<file path="config.mk">
export PLATFORM = sky130hd
export DESIGN_NAME = io_port_controller
export DESIGN_NICKNAME = d
export VERILOG_FILES = /design/src/rtl/io_pkg.sv /design/src/rtl/io_debouncer.sv /design/src/rtl/io_port_controller.sv
export SDC_FILE = /design/constraint.sdc
export NUM_CORES = 1
export LEC_CHECK = 0
export ABC_AREA = 1
export ABC_CLOCK_PERIOD_IN_PS = 12600
export BUFFER_PORTS_ARGS = -buffer_cell sky130_fd_sc_hd__buf_2
export CAP_MARGIN = 20
export CORE_ASPECT_RATIO = 1.75
export CORE_UTILIZATION = 60
export CTS_BUF_LIST = sky130_fd_sc_hd__clkbuf_4 sky130_fd_sc_hd__clkbuf_8
export DETAILED_ROUTE_END_ITERATION = 10
export PLACE_DENSITY = 0.88
export SYNTH_ARGS = -nofsm -noshare
export SYNTH_HDL_FRONTEND = slang
export SYNTH_SLANG_ARGS = --single-unit
</file>
<file path="constraint.sdc">
create_clock -name clock -period 12.6 [get_ports clock]
set_clock_uncertainty 0.1 [all_clocks]
set_input_delay 3.15 -clock clock [delete_from_list [all_inputs] [get_ports clock]]
set_output_delay 3.15 -clock clock [all_outputs]
set_load 0.005 [all_outputs]
</file>
<file path="src/rtl/io_pkg.sv">
// rtl/io_pkg.sv - shared state encoding, op codes and sizing helper for the I/O port controller
package io_pkg;

    typedef enum logic [1:0] {
        IDLE     = 2'd0,
        WAIT_IN  = 2'd1,
        HOLD_OUT = 2'd2,
        DONE     = 2'd3
    } io_state_t;

    localparam logic [1:0] OP_NONE = 2'd0;
    localparam logic [1:0] OP_IN   = 2'd1;
    localparam logic [1:0] OP_OUT  = 2'd2;

    // Counter width for a terminal count of n, never narrower than one bit.
    function automatic int cnt_width(input int n);
        return (n > 1) ? $clog2(n) : 1;
    endfunction

endpackage

</file>
<file path="src/rtl/io_debouncer.sv">
// rtl/io_debouncer.sv - pushbutton synchroniser, stability filter and rising-edge detector
module io_debouncer
    import io_pkg::*;
#(
    parameter int DEBOUNCE_CYCLES = 1_000_000
) (
    input  logic clock,
    input  logic reset,
    input  logic key_raw,
    output logic key_level,
    output logic key_rise
);

    localparam int CW = cnt_width(DEBOUNCE_CYCLES);
    localparam logic [CW-1:0] CNT_LAST = CW'(DEBOUNCE_CYCLES - 1);

    logic          sync1;
    logic          sync2;
    logic [CW-1:0] stable_cnt;

    // The level only follows sync2 after it has disagreed for a full window;
    // any agreement in between throws the partial count away.
    always_ff @(posedge clock or posedge reset) begin
        if (reset) begin
            sync1      <= 1'b0;
            sync2      <= 1'b0;
            stable_cnt <= '0;
            key_level  <= 1'b0;
            key_rise   <= 1'b0;
        end else begin
            sync1    <= key_raw;
            sync2    <= sync1;
            key_rise <= 1'b0;
            if (sync2 != key_level) begin
                if (stable_cnt == CNT_LAST) begin
                    stable_cnt <= '0;
                    key_level  <= sync2;
                    key_rise   <= sync2;
                end else begin
                    stable_cnt <= stable_cnt + 1'b1;
                end
            end else begin
                stable_cnt <= '0;
            end
        end
    end

endmodule

</file>
<file path="src/rtl/io_port_controller.sv">
// rtl/io_port_controller.sv - services CPU IN/OUT instructions against switches, Enter key and display
module io_port_controller
    import io_pkg::*;
#(
    parameter int DATA_WIDTH      = 32,
    parameter int HOLD_CYCLES     = 50_000_000,
    parameter int DEBOUNCE_CYCLES = 1_000_000
) (
    input  logic                  clock,
    input  logic                  reset,
    input  logic [1:0]            io_op,
    input  logic                  io_start,
    input  logic [DATA_WIDTH-1:0] switches,
    input  logic [DATA_WIDTH-1:0] reg_data,
    input  logic                  enter_key,
    output logic [DATA_WIDTH-1:0] in_data,
    output logic                  io_busy,
    output logic                  io_done,
    output logic [DATA_WIDTH-1:0] binary,
    output logic                  in_on,
    output logic                  out_on
);

    localparam int HW = cnt_width(HOLD_CYCLES);
    localparam logic [HW-1:0] HOLD_LAST = HW'(HOLD_CYCLES - 1);

    io_state_t     state;
    logic [HW-1:0] hold_cnt;
    logic          key_level;
    logic          key_rise;
    logic          press;

    io_debouncer #(
        .DEBOUNCE_CYCLES(DEBOUNCE_CYCLES)
    ) u_debouncer (
        .clock    (clock),
        .reset    (reset),
        .key_raw  (enter_key),
        .key_level(key_level),
        .key_rise (key_rise)
    );

    assign press = key_rise & key_level;

    // Display keeps its last value in IDLE and DONE so the user can still read it.
    always_ff @(posedge clock or posedge reset) begin
        if (reset) begin
            state    <= IDLE;
            hold_cnt <= '0;
            in_data  <= '0;
            binary   <= '0;
            io_busy  <= 1'b0;
            io_done  <= 1'b0;
            in_on    <= 1'b0;
            out_on   <= 1'b0;
        end else begin
            io_done <= 1'b0;
            case (state)
                IDLE: begin
                    if (io_start && io_op != OP_NONE) begin
                        case (io_op)
                            OP_IN: begin
                                state   <= WAIT_IN;
                                io_busy <= 1'b1;
                                in_on   <= 1'b1;
                            end
                            OP_OUT: begin
                                state    <= HOLD_OUT;
                                binary   <= reg_data;
                                hold_cnt <= '0;
                                io_busy  <= 1'b1;
                                out_on   <= 1'b1;
                            end
                            default: ;
                        endcase
                    end
                end
                WAIT_IN: begin
                    binary <= switches;
                    if (press) begin
                        in_data <= switches;
                        state   <= DONE;
                        io_done <= 1'b1;
                        in_on   <= 1'b0;
                    end
                end
                HOLD_OUT: begin
                    if (hold_cnt == HOLD_LAST) begin
                        hold_cnt <= '0;
                        state    <= DONE;
                        io_done  <= 1'b1;
                        out_on   <= 1'b0;
                    end else begin
                        hold_cnt <= hold_cnt + 1'b1;
                    end
                end
                DONE: begin
                    state   <= IDLE;
                    io_busy <= 1'b0;
                end
                default: begin
                    state   <= IDLE;
                    io_busy <= 1'b0;
                    in_on   <= 1'b0;
                    out_on  <= 1'b0;
                end
            endcase
        end
    end

endmodule

</file>
==> metrics.txt, run 1 <==
routed length on met3=643 µm; Pins Over Slew Limit=0; gr usage total=30.17%; Buffers on Ports=137; first drt pass iteration count=5; NumNets Final=965; initial core utilization=62.46%; minimum clock period after layout=4313 ps; Area contributors post-synth=dfrtp_1 50%, nand2_1 12%, nor2_1 7.1%, inv_1 4.8%, o21ai_0 3.8%; first-pass GRT wire length=24,280 µm; Worst path top cell family by delay=simple AND/OR/NAND/NOR gates; sequential fraction of the synthesis area=50.16%; CTS tree=done; CP bufs+invs=3; P per Cell Area=166.4 mW/mm²; layout cells sized above 1=23.14%; ys flop type=dfrtp_1; vias post-DR=5,421; synth cell count leaders=196 x nand2_1, 120 x dfrtp_1, 114 x nor2_1, 77 x inv_1, 45 x o21ai_0; setup ws final=8287 ps; Worst Tran Pin Value=1005 ps; clk slew on worst S/H paths=80 ps; Iteration-0 DRC Markers=307; vias per inst=5.310; cell taking the most area after synthesis=dfrtp_1; GPL Wtd Cong=0.9673; GR Overflow Total=0; endpoints failing setup=0; Syn. warnings=0; critical path arrival=4570 ps; Peak VDD IR=0.0001095 V; post-cts sizing count=0; endpoints failing hold=0; TritonCTS Sinks=120; # IOs=138; Setup CP Type=in2reg; setup TNS=0 ps; max_cap viols=0; Relative slew margins=32.95%; Worst path depth=9; Worst path max stage delay=250 ps; die height=134.1 µm; clock root buffer=clkbuf_8; P&R area growth vs syn=19.81%; Hold WS=256.8 ps; share of the synthesized area in the top cell type=50.16%; met2 routed WL=8075 µm; Critical Path RT=12,850 ps; initial antenna violation count=0; Async SR Flop Fraction=100.0%; mapped cell area=0.005987 mm²; number of global-route vias before repair=5,502; htree depth=4; largest net degree at the start of global routing=67; total setup buffers inserted after CTS=0; startpoint class of the critical path=input port; Highest Clock Rate=0.2319 GHz; total CTS buffers=17; clk buf depth=2; wl on met1=5573 µm; Hold WC Path Type=reg2reg; flop2flop setup slack=9310 ps; Final period util=34.23%; core footprint=0.009585 mm²; Critical Path Fanout Max=59; synth unique cells=33; slowest CP cell=nor2_1; syn_nets=826; dpl ws=7424 ps; gate count of the mapped netlist=747; Die X=77.51 µm; status=finished clean; Leak=3.510 nW; Clock Latency Late Sink=440 ps; Hold Crit Depth=0; count leader, synth=nand2_1; Avg Inst Size Synth=8.015 µm²; final WL=14,900 µm; Post-synth EDFFs=0; Site Rows=47; hpwl dp=10,560 µm; Detail Route Antenna Nets=0; wire length per cell=14.59 µm; die area=0.01040 mm²; Reg2Reg Depth=7; Hold Buf Count CTS=0; Yosys reg bits=120; RSZ-0062 raised after global routing=no; n_diodes=0; residual DRC count=0; Crit path top cell by count=nor2_1; Max Used Layer=met4; CP cell instances=buf_2 > inv_1 > ha_1 > nor2_1 > nand2_4 > nand2_2 > buf_12 > nor2_1 > a21oi_1; Worst Setup End Kind=register
[flip-flops by register name, summed over array words and instances, names as in the netlist]
name,cells
binary,32
in_data,32
hold_cnt,26
u_debouncer.stable_cnt,20
state,2
in_on,1
io_busy,1
io_done,1
out_on,1
u_debouncer.key_level,1
u_debouncer.key_rise,1
u_debouncer.sync1,1
u_debouncer.sync2,1
[kinds of logic (layout without fill, tap and decap cells)]
family | Yosys count | count (layout) | synth area share [%]
AND/OR/NAND/NOR | 393 | 393 | 28.23
flip-flops | 120 | 120 | 50.16
buffers and inverters | 106 | 258 | 7.335
AO/OA/AOI/OAI | 86 | 86 | 7.231
XOR/XNOR | 17 | 17 | 2.487
multiplexers | 16 | 16 | 2.675
adder cells (fa/ha/maj) | 9 | 9 | 1.881
[per-layer routing]
layer	track usage, %	up-vias
met2	55.21	194
met3	5.374	57
li1	-	2631
met5	0	-
met1	31.75	2539
met4	17.71	0
[metrics by stage]
step	power, mW	cells	instance area [µm²]	utilization, %
2_1_floorplan	0.7193	747	5987	-
3_3_place_gp	0.8182	987	6731	70.23
3_5_place_dp	0.8313	987	6731	70.23
4_1_cts	1.185	1019	7133	74.42
5_1_grt	1.258	1021	7173	74.83
6_report	1.194	1021	7173	74.83
[area by class of cell]
type | count | area [µm²]
flip-flops and latches | 120 | 3003
multi-input cells | 521 | 2552
fillers | 694 | 2412
repair buffers | 140 | 733.2
inverters | 86 | 330.3
clock buffers | 17 | 234.0
clock inverters | 15 | 167.7
well taps | 122 | 152.6
[power by group]
part / switching (mW) / leakage, nW / internal, mW
Clock: 0.172 / 0.198 / 0.180
Sequential: 0.0386 / 1.40 / 0.450
Combinational: 0.214 / 1.92 / 0.139
Total: 0.425 / 3.51 / 0.769
[worst paths after layout]
path	endpoint	from
hold / removal	u_debouncer.sync2$_DFF_PP0_	u_debouncer.sync1$_DFF_PP0_
max in group asynchronous	hold_cnt[24]$_DFFE_PP0P_	reset
hold reg to reg	u_debouncer.sync2$_DFF_PP0_	u_debouncer.sync1$_DFF_PP0_
setup reg to reg	in_data[29]$_DFFE_PP0P_	state[1]$_DFFE_PP0P_
setup / recovery	binary[10]$_DFFE_PP0P_	io_op[0]
min in group asynchronous	in_data[4]$_DFFE_PP0P_	reset
[layout by cell type (no fill, tap or decap), types with 4 or more instances in the layout]
master and n:
nand2_1 196, inv_6 6, o21ai_0 45, clkinv_4 5
nor3_1 12, inv_2 6, xnor2_1 4, nor2_1 114
nand2_4 4, buf_2 137, nand4_1 15, a21oi_1 39
ha_1 8, xor2_1 13, nand2_2 6, mux2i_1 16
nand3_1 27, nor2_2 8, inv_1 76, dfrtp_1 120
clkbuf_8 17
No activity file was read; power rests on OpenSTA's default activity.
==> inputs of run 2 (changes only) <==
- ABC_CLOCK_PERIOD_IN_PS: 12600 -> 3800
- CORE_UTILIZATION: 60 -> 51
- PLACE_DENSITY: 0.88 -> 0.79
- clock period: 12.6 -> 3.8 ns (I/O delays scaled with it)
==> metrics.txt, run 2 (same netlist as run 1, synthesis figures left out) <==
flop2flop setup slack=1240 ps; die height=145.3 µm; initial core utilization=51.99%; leading registers by flop count=binary (32), in_data (32), hold_cnt (26); total setup buffers inserted after CTS=0; R2R Path Start=state[1]$_DFFE_PP0P_; Worst path max stage delay=640 ps; CTS tree=done; Highest Clock Rate=0.3913 GHz; clock root buffer=clkbuf_8; critical path arrival=2820 ps; clk slew on worst S/H paths=80 ps; status=complete, but fails checks; gr usage total=24.26%; Hold WC Path Type=reg2reg; Critical Path RT=4060 ps; initial antenna violation count=0; htree depth=4; Pins Over Slew Limit=0; layout cells sized above 1=23.39%; number of global-route vias before repair=5,137; max_cap viols=0; Detail Route Antenna Nets=0; die area=0.01219 mm²; slowest CP cell=ha_2; CP cell instances=inv_1 > ha_2 > nand2_1 > nand2_2 > buf_4 > nor2_1 > a21oi_1; most frequent cells in the layout=196 x nand2_1, 137 x buf_2, 120 x dfrtp_1, 114 x nor2_1, 76 x inv_1; n_diodes=0; Final period util=67.25%; TritonCTS Sinks=120; P per Cell Area=537.5 mW/mm²; largest net degree at the start of global routing=75; vias post-DR=5,301; minimum clock period after layout=2556 ps; Clock Latency Late Sink=440 ps; total CTS buffers=17; final WL=14,170 µm; design area=0.007179 mm²; first drt pass iteration count=8; CP startpoint=state[1]$_DFFE_PP0P_; GR Overflow Total=0; endpoints failing setup=0; hpwl dp=10,420 µm; post-cts sizing count=0; Leak=3.514 nW; clk buf depth=2; Worst Tran Pin Value=687.6 ps; Die X=83.91 µm; wire length per cell=13.66 µm; endpoints failing hold=0; core footprint=0.01152 mm²; vias per inst=5.112; Relative slew margins=54.16%; Setup CP Type=reg2reg; RR Endpoint=binary[25]$_DFFE_PP0P_; Site Rows=52; placed cell areas=0.006799 mm²; setup TNS=0 ps; Peak VDD IR=0.0003272 V; Hold Buf Count CTS=0; Iteration-0 DRC Markers=284; GPL Wtd Cong=0.8785; most common cell after layout, fill and taps aside=nand2_1; Worst setup endpoint=binary[25]$_DFFE_PP0P_; Buffers on Ports=137; startpoint class of the critical path=register; Worst Setup End Kind=register; # IOs=138; P&R area growth vs syn=19.92%; residual DRC count=14; Critical Path Fanout Max=33; NumNets Final=968; first-pass GRT wire length=23,250 µm; Reg2Reg Depth=7; failing checks=DRC; RSZ-0062 raised after global routing=no
## run 2: metrics by stage
stage                     util [%]  setup slack, ps  hold WS (ps)  total power [mW]  std cells
after floorplan                  -             1281         231.2             2.385        747
after global placement       59.04             1062         256.0             2.748       1005
after detailed placement     59.04            953.9         253.4             2.781       1005
after CTS                    62.34             1222         271.4             3.888       1037
after global routing         62.34            995.7         276.3             4.084       1037
final                        62.34             1244         270.4             3.859       1037
## run 2: cell type report
type	instances	area, µm²
clock inverters	12	117.6
inverters	86	331.6
multi-input cells	521	2552
well taps	135	168.9
flip-flops and latches	120	3003
fillers	999	4337
repair buffers	143	743.2
clock buffers	20	262.8
## run 2: critical path: cells and delay by family (launching register included)
kind,cells,cell delay [ps]
AND/OR/NAND/NOR,3,750
adder cells (fa/ha/maj),1,640
buffers and inverters,2,430
flip-flops,1,420
AO/OA/AOI/OAI,1,120
## run 2: worst min-delay path by stage
stage	start	endpoint	slack (ps)	cells past startpoint
2_1_floorplan	u_debouncer.sync1$_DFF_PP0_	u_debouncer.sync2$_DFF_PP0_	230	0
3_3_place_gp	u_debouncer.sync1$_DFF_PP0_	u_debouncer.sync2$_DFF_PP0_	260	0
3_5_place_dp	u_debouncer.sync1$_DFF_PP0_	u_debouncer.sync2$_DFF_PP0_	250	0
4_1_cts	u_debouncer.sync1$_DFF_PP0_	u_debouncer.sync2$_DFF_PP0_	270	0
5_1_grt	u_debouncer.sync1$_DFF_PP0_	u_debouncer.sync2$_DFF_PP0_	280	0
6_report	u_debouncer.sync1$_DFF_PP0_	u_debouncer.sync2$_DFF_PP0_	270	0
## run 2: power by group
group / leakage (nW) / switching [mW] / internal [mW] / total (mW)
logic: 1.92 / 0.692 / 0.444 / 1.14
clock network: 0.195 / 0.549 / 0.558 / 1.11
registers: 1.40 / 0.126 / 1.49 / 1.62
## run 2: per-layer routing
layer	vias up	share of wire, %	GRT usage [%]
li1	2641	-	-
met1	2451	39	26.49
met2	157	52	42.70
met3	52	3.8	5.048
met4	0	4.8	14.66
met5	-	0	0
==> inputs of run 3 (changes only) <==
- ABC_AREA: 1 -> 0
- ABC_CLOCK_PERIOD_IN_PS: 3800 -> 2600
- CORE_UTILIZATION: 51 -> 55
- PLACE_DENSITY: 0.79 -> 0.82
- clock period: 3.8 -> 2.6 ns (I/O delays scaled with it)
==> metrics.txt, run 3 <==
status=finished clean; post-cts sizing count=0; hpwl dp=9476 µm; endpoints failing hold=0; Syn. warnings=0; initial core utilization=56.86%; total setup buffers inserted after CTS=0; Fillers=701; Setup CP Type=reg2reg; Worst Tran Pin Value=571.6 ps; wire length per cell=16.68 µm; Peak VDD IR=0.0005965 V; vias per inst=5.682; slowest CP cell=or4_1; Buffers on Ports=137; syn_nets=597; GPL Wtd Cong=0.8320; Leak=3.530 nW; first-pass GRT wire length=21,700 µm; Post-synth EDFFs=0; n_diodes=0; layout cells sized above 1=33.53%; final WL=13,280 µm; Highest Clock Rate=0.4326 GHz; Worst path top cell family by delay=simple AND/OR/NAND/NOR gates; # IOs=138; Avg Inst Size Synth=10.88 µm²; startpoint class of the critical path=register; clock root buffer=clkbuf_8; mapped cell area=0.005634 mm²; core footprint=0.009910 mm²; initial antenna violation count=0; Die X=78.51 µm; first drt pass iteration count=4; leading registers by flop count=binary (32), in_data (32), hold_cnt (26); largest net degree at the start of global routing=75; RSZ-0062 raised after global routing=no; NumNets Final=738; Worst path max stage delay=500 ps; residual DRC count=0; Hold WC Path Type=in2async; cell taking the most area after synthesis=dfrtp_1; R2R Path Start=state[0]$_DFFE_PP0P_; Site Rows=48; Area contributors post-synth=dfrtp_1 53%, mux2_2 6.6%, mux2i_1 6.4%, nor2_1 5.1%, xor2_1 3.6%; CP startpoint=state[0]$_DFFE_PP0P_; sequential fraction of the synthesis area=53.30%; Clock Latency Late Sink=430 ps; DP Cell Count=765; GR Overflow Total=0; most common cell after layout, fill and taps aside=buf_2; Critical Path RT=2850 ps; TritonCTS Sinks=120; endpoints failing setup=0; vias post-DR=4,523; synth cell count leaders=120 x dfrtp_1, 77 x nor2_1, 37 x a21oi_1, 36 x mux2i_1, 33 x mux2_2; Critical Path Fanout Max=12; htree depth=4; Hold Buf Count CTS=0; most frequent cells in the layout=137 x buf_2, 120 x dfrtp_1, 77 x nor2_1, 37 x a21oi_1, 36 x mux2i_1; total CTS buffers=17; gr usage total=26.66%; critical path arrival=2570 ps; count leader, synth=dfrtp_1; Yosys reg bits=120; setup TNS=0 ps; Detail Route Antenna Nets=0; final core utilization=70.05%; CP bufs+invs=1; share of the synthesized area in the top cell type=53.30%; clk slew on worst S/H paths=70 ps; CTS tree=done; clk buf depth=2; synth unique cells=50; CP cell instances=inv_1 > ha_1 > nand4b_4 > and2_1 > or4_1 > o211ai_1; design area=0.006942 mm²; gate count of the mapped netlist=518; total power=4.192 mW; Worst Setup End Kind=register; P&R area growth vs syn=23.21%; placed cell areas=0.006466 mm²; final std cells w/o fill=796; max_cap viols=0; ys flop type=dfrtp_1; Relative slew margins=61.89%; Final period util=88.91%; Pins Over Slew Limit=0; die area=0.01067 mm²; P per Cell Area=603.8 mW/mm²; minimum clock period after layout=2312 ps; number of global-route vias before repair=4,810; Iteration-0 DRC Markers=214; die height=135.9 µm; Async SR Flop Fraction=100.0%
[run 3: cell types whose count changed after synthesis, moves of 8 or more]
| cell | change |
|---|---|
| o21ai_0 | -31 |
| mux2i_1 | +20 |
| nor2_1 | -37 |
| inv_1 | -67 |
| mux2_2 | +33 |
| xor2_1 | +10 |
| nand2_1 | -166 |
| nor2_2 | -8 |
[run 3: power breakdown]
part	switching (mW)	leakage, nW	internal, mW
combinational	0.127	1.81	0.122
sequential	0.0317	1.48	1.92
clock	0.715	0.243	1.27
total	0.874	3.53	3.32
[run 3: layout make-up]
type / count / area, µm² / area share (%)
clock buffer: 24 / 311.5 / 4.488
multi-input combinational: 364 / 2475 / 35.65
inverter: 10 / 41.29 / 0.5948
sequential: 120 / 3003 / 43.26
timing repair buffer: 146 / 790.8 / 11.39
clock inverter: 7 / 163.9 / 2.361
tap: 125 / 156.4 / 2.253
[run 3: path summary, 6_finish.rpt]
kind                                          endpoint  depth (start not counted)  slack (ps)
max reg2reg                    hold_cnt[3]$_DFFE_PP0P_                          6         290
min reg2reg                u_debouncer.sync2$_DFF_PP0_                          0         250
max in group asynchronous     hold_cnt[24]$_DFFE_PP0P_                          3        1610
max                            hold_cnt[3]$_DFFE_PP0P_                          6         290
min in group clock         u_debouncer.sync1$_DFF_PP0_                          1         240
min                             in_data[7]$_DFFE_PP0P_                          2         100
[run 3: logic make-up after synthesis]
group                    Yosys count  synth area share, %
AO/OA/AOI/OAI                     68                6.951
XOR/XNOR                          33                5.130
adder cells (fa/ha/maj)            9                1.999
buffers and inverters             34                3.020
flip-flops                       120                53.30
multiplexers                      69                12.99
AND/OR/NAND/NOR                  185                16.61
[run 3: per-stage QoR]
step / worst slack [ps] / hold WS, ps
3_3_place_gp: 316.7 / 232.8
6_report: 288.3 / 98.54
5_1_grt: 149.0 / 108.2
2_1_floorplan: 380.7 / 231.2
4_1_cts: 293.7 / 89.13
3_5_place_dp: 238.2 / 237.8
[run 3: metal layers]
metal / up-vias / GRT usage, % / part of all wire (%) / wire length (µm)
li1: 2083 / - / - / -
met1: 2222 / 26.87 / 35 / 4695
met2: 165 / 47.58 / 54 / 7198
met3: 53 / 8.121 / 6.2 / 817
met4: 0 / 15.53 / 4.3 / 566
met5: - / 0 / 0 / 0
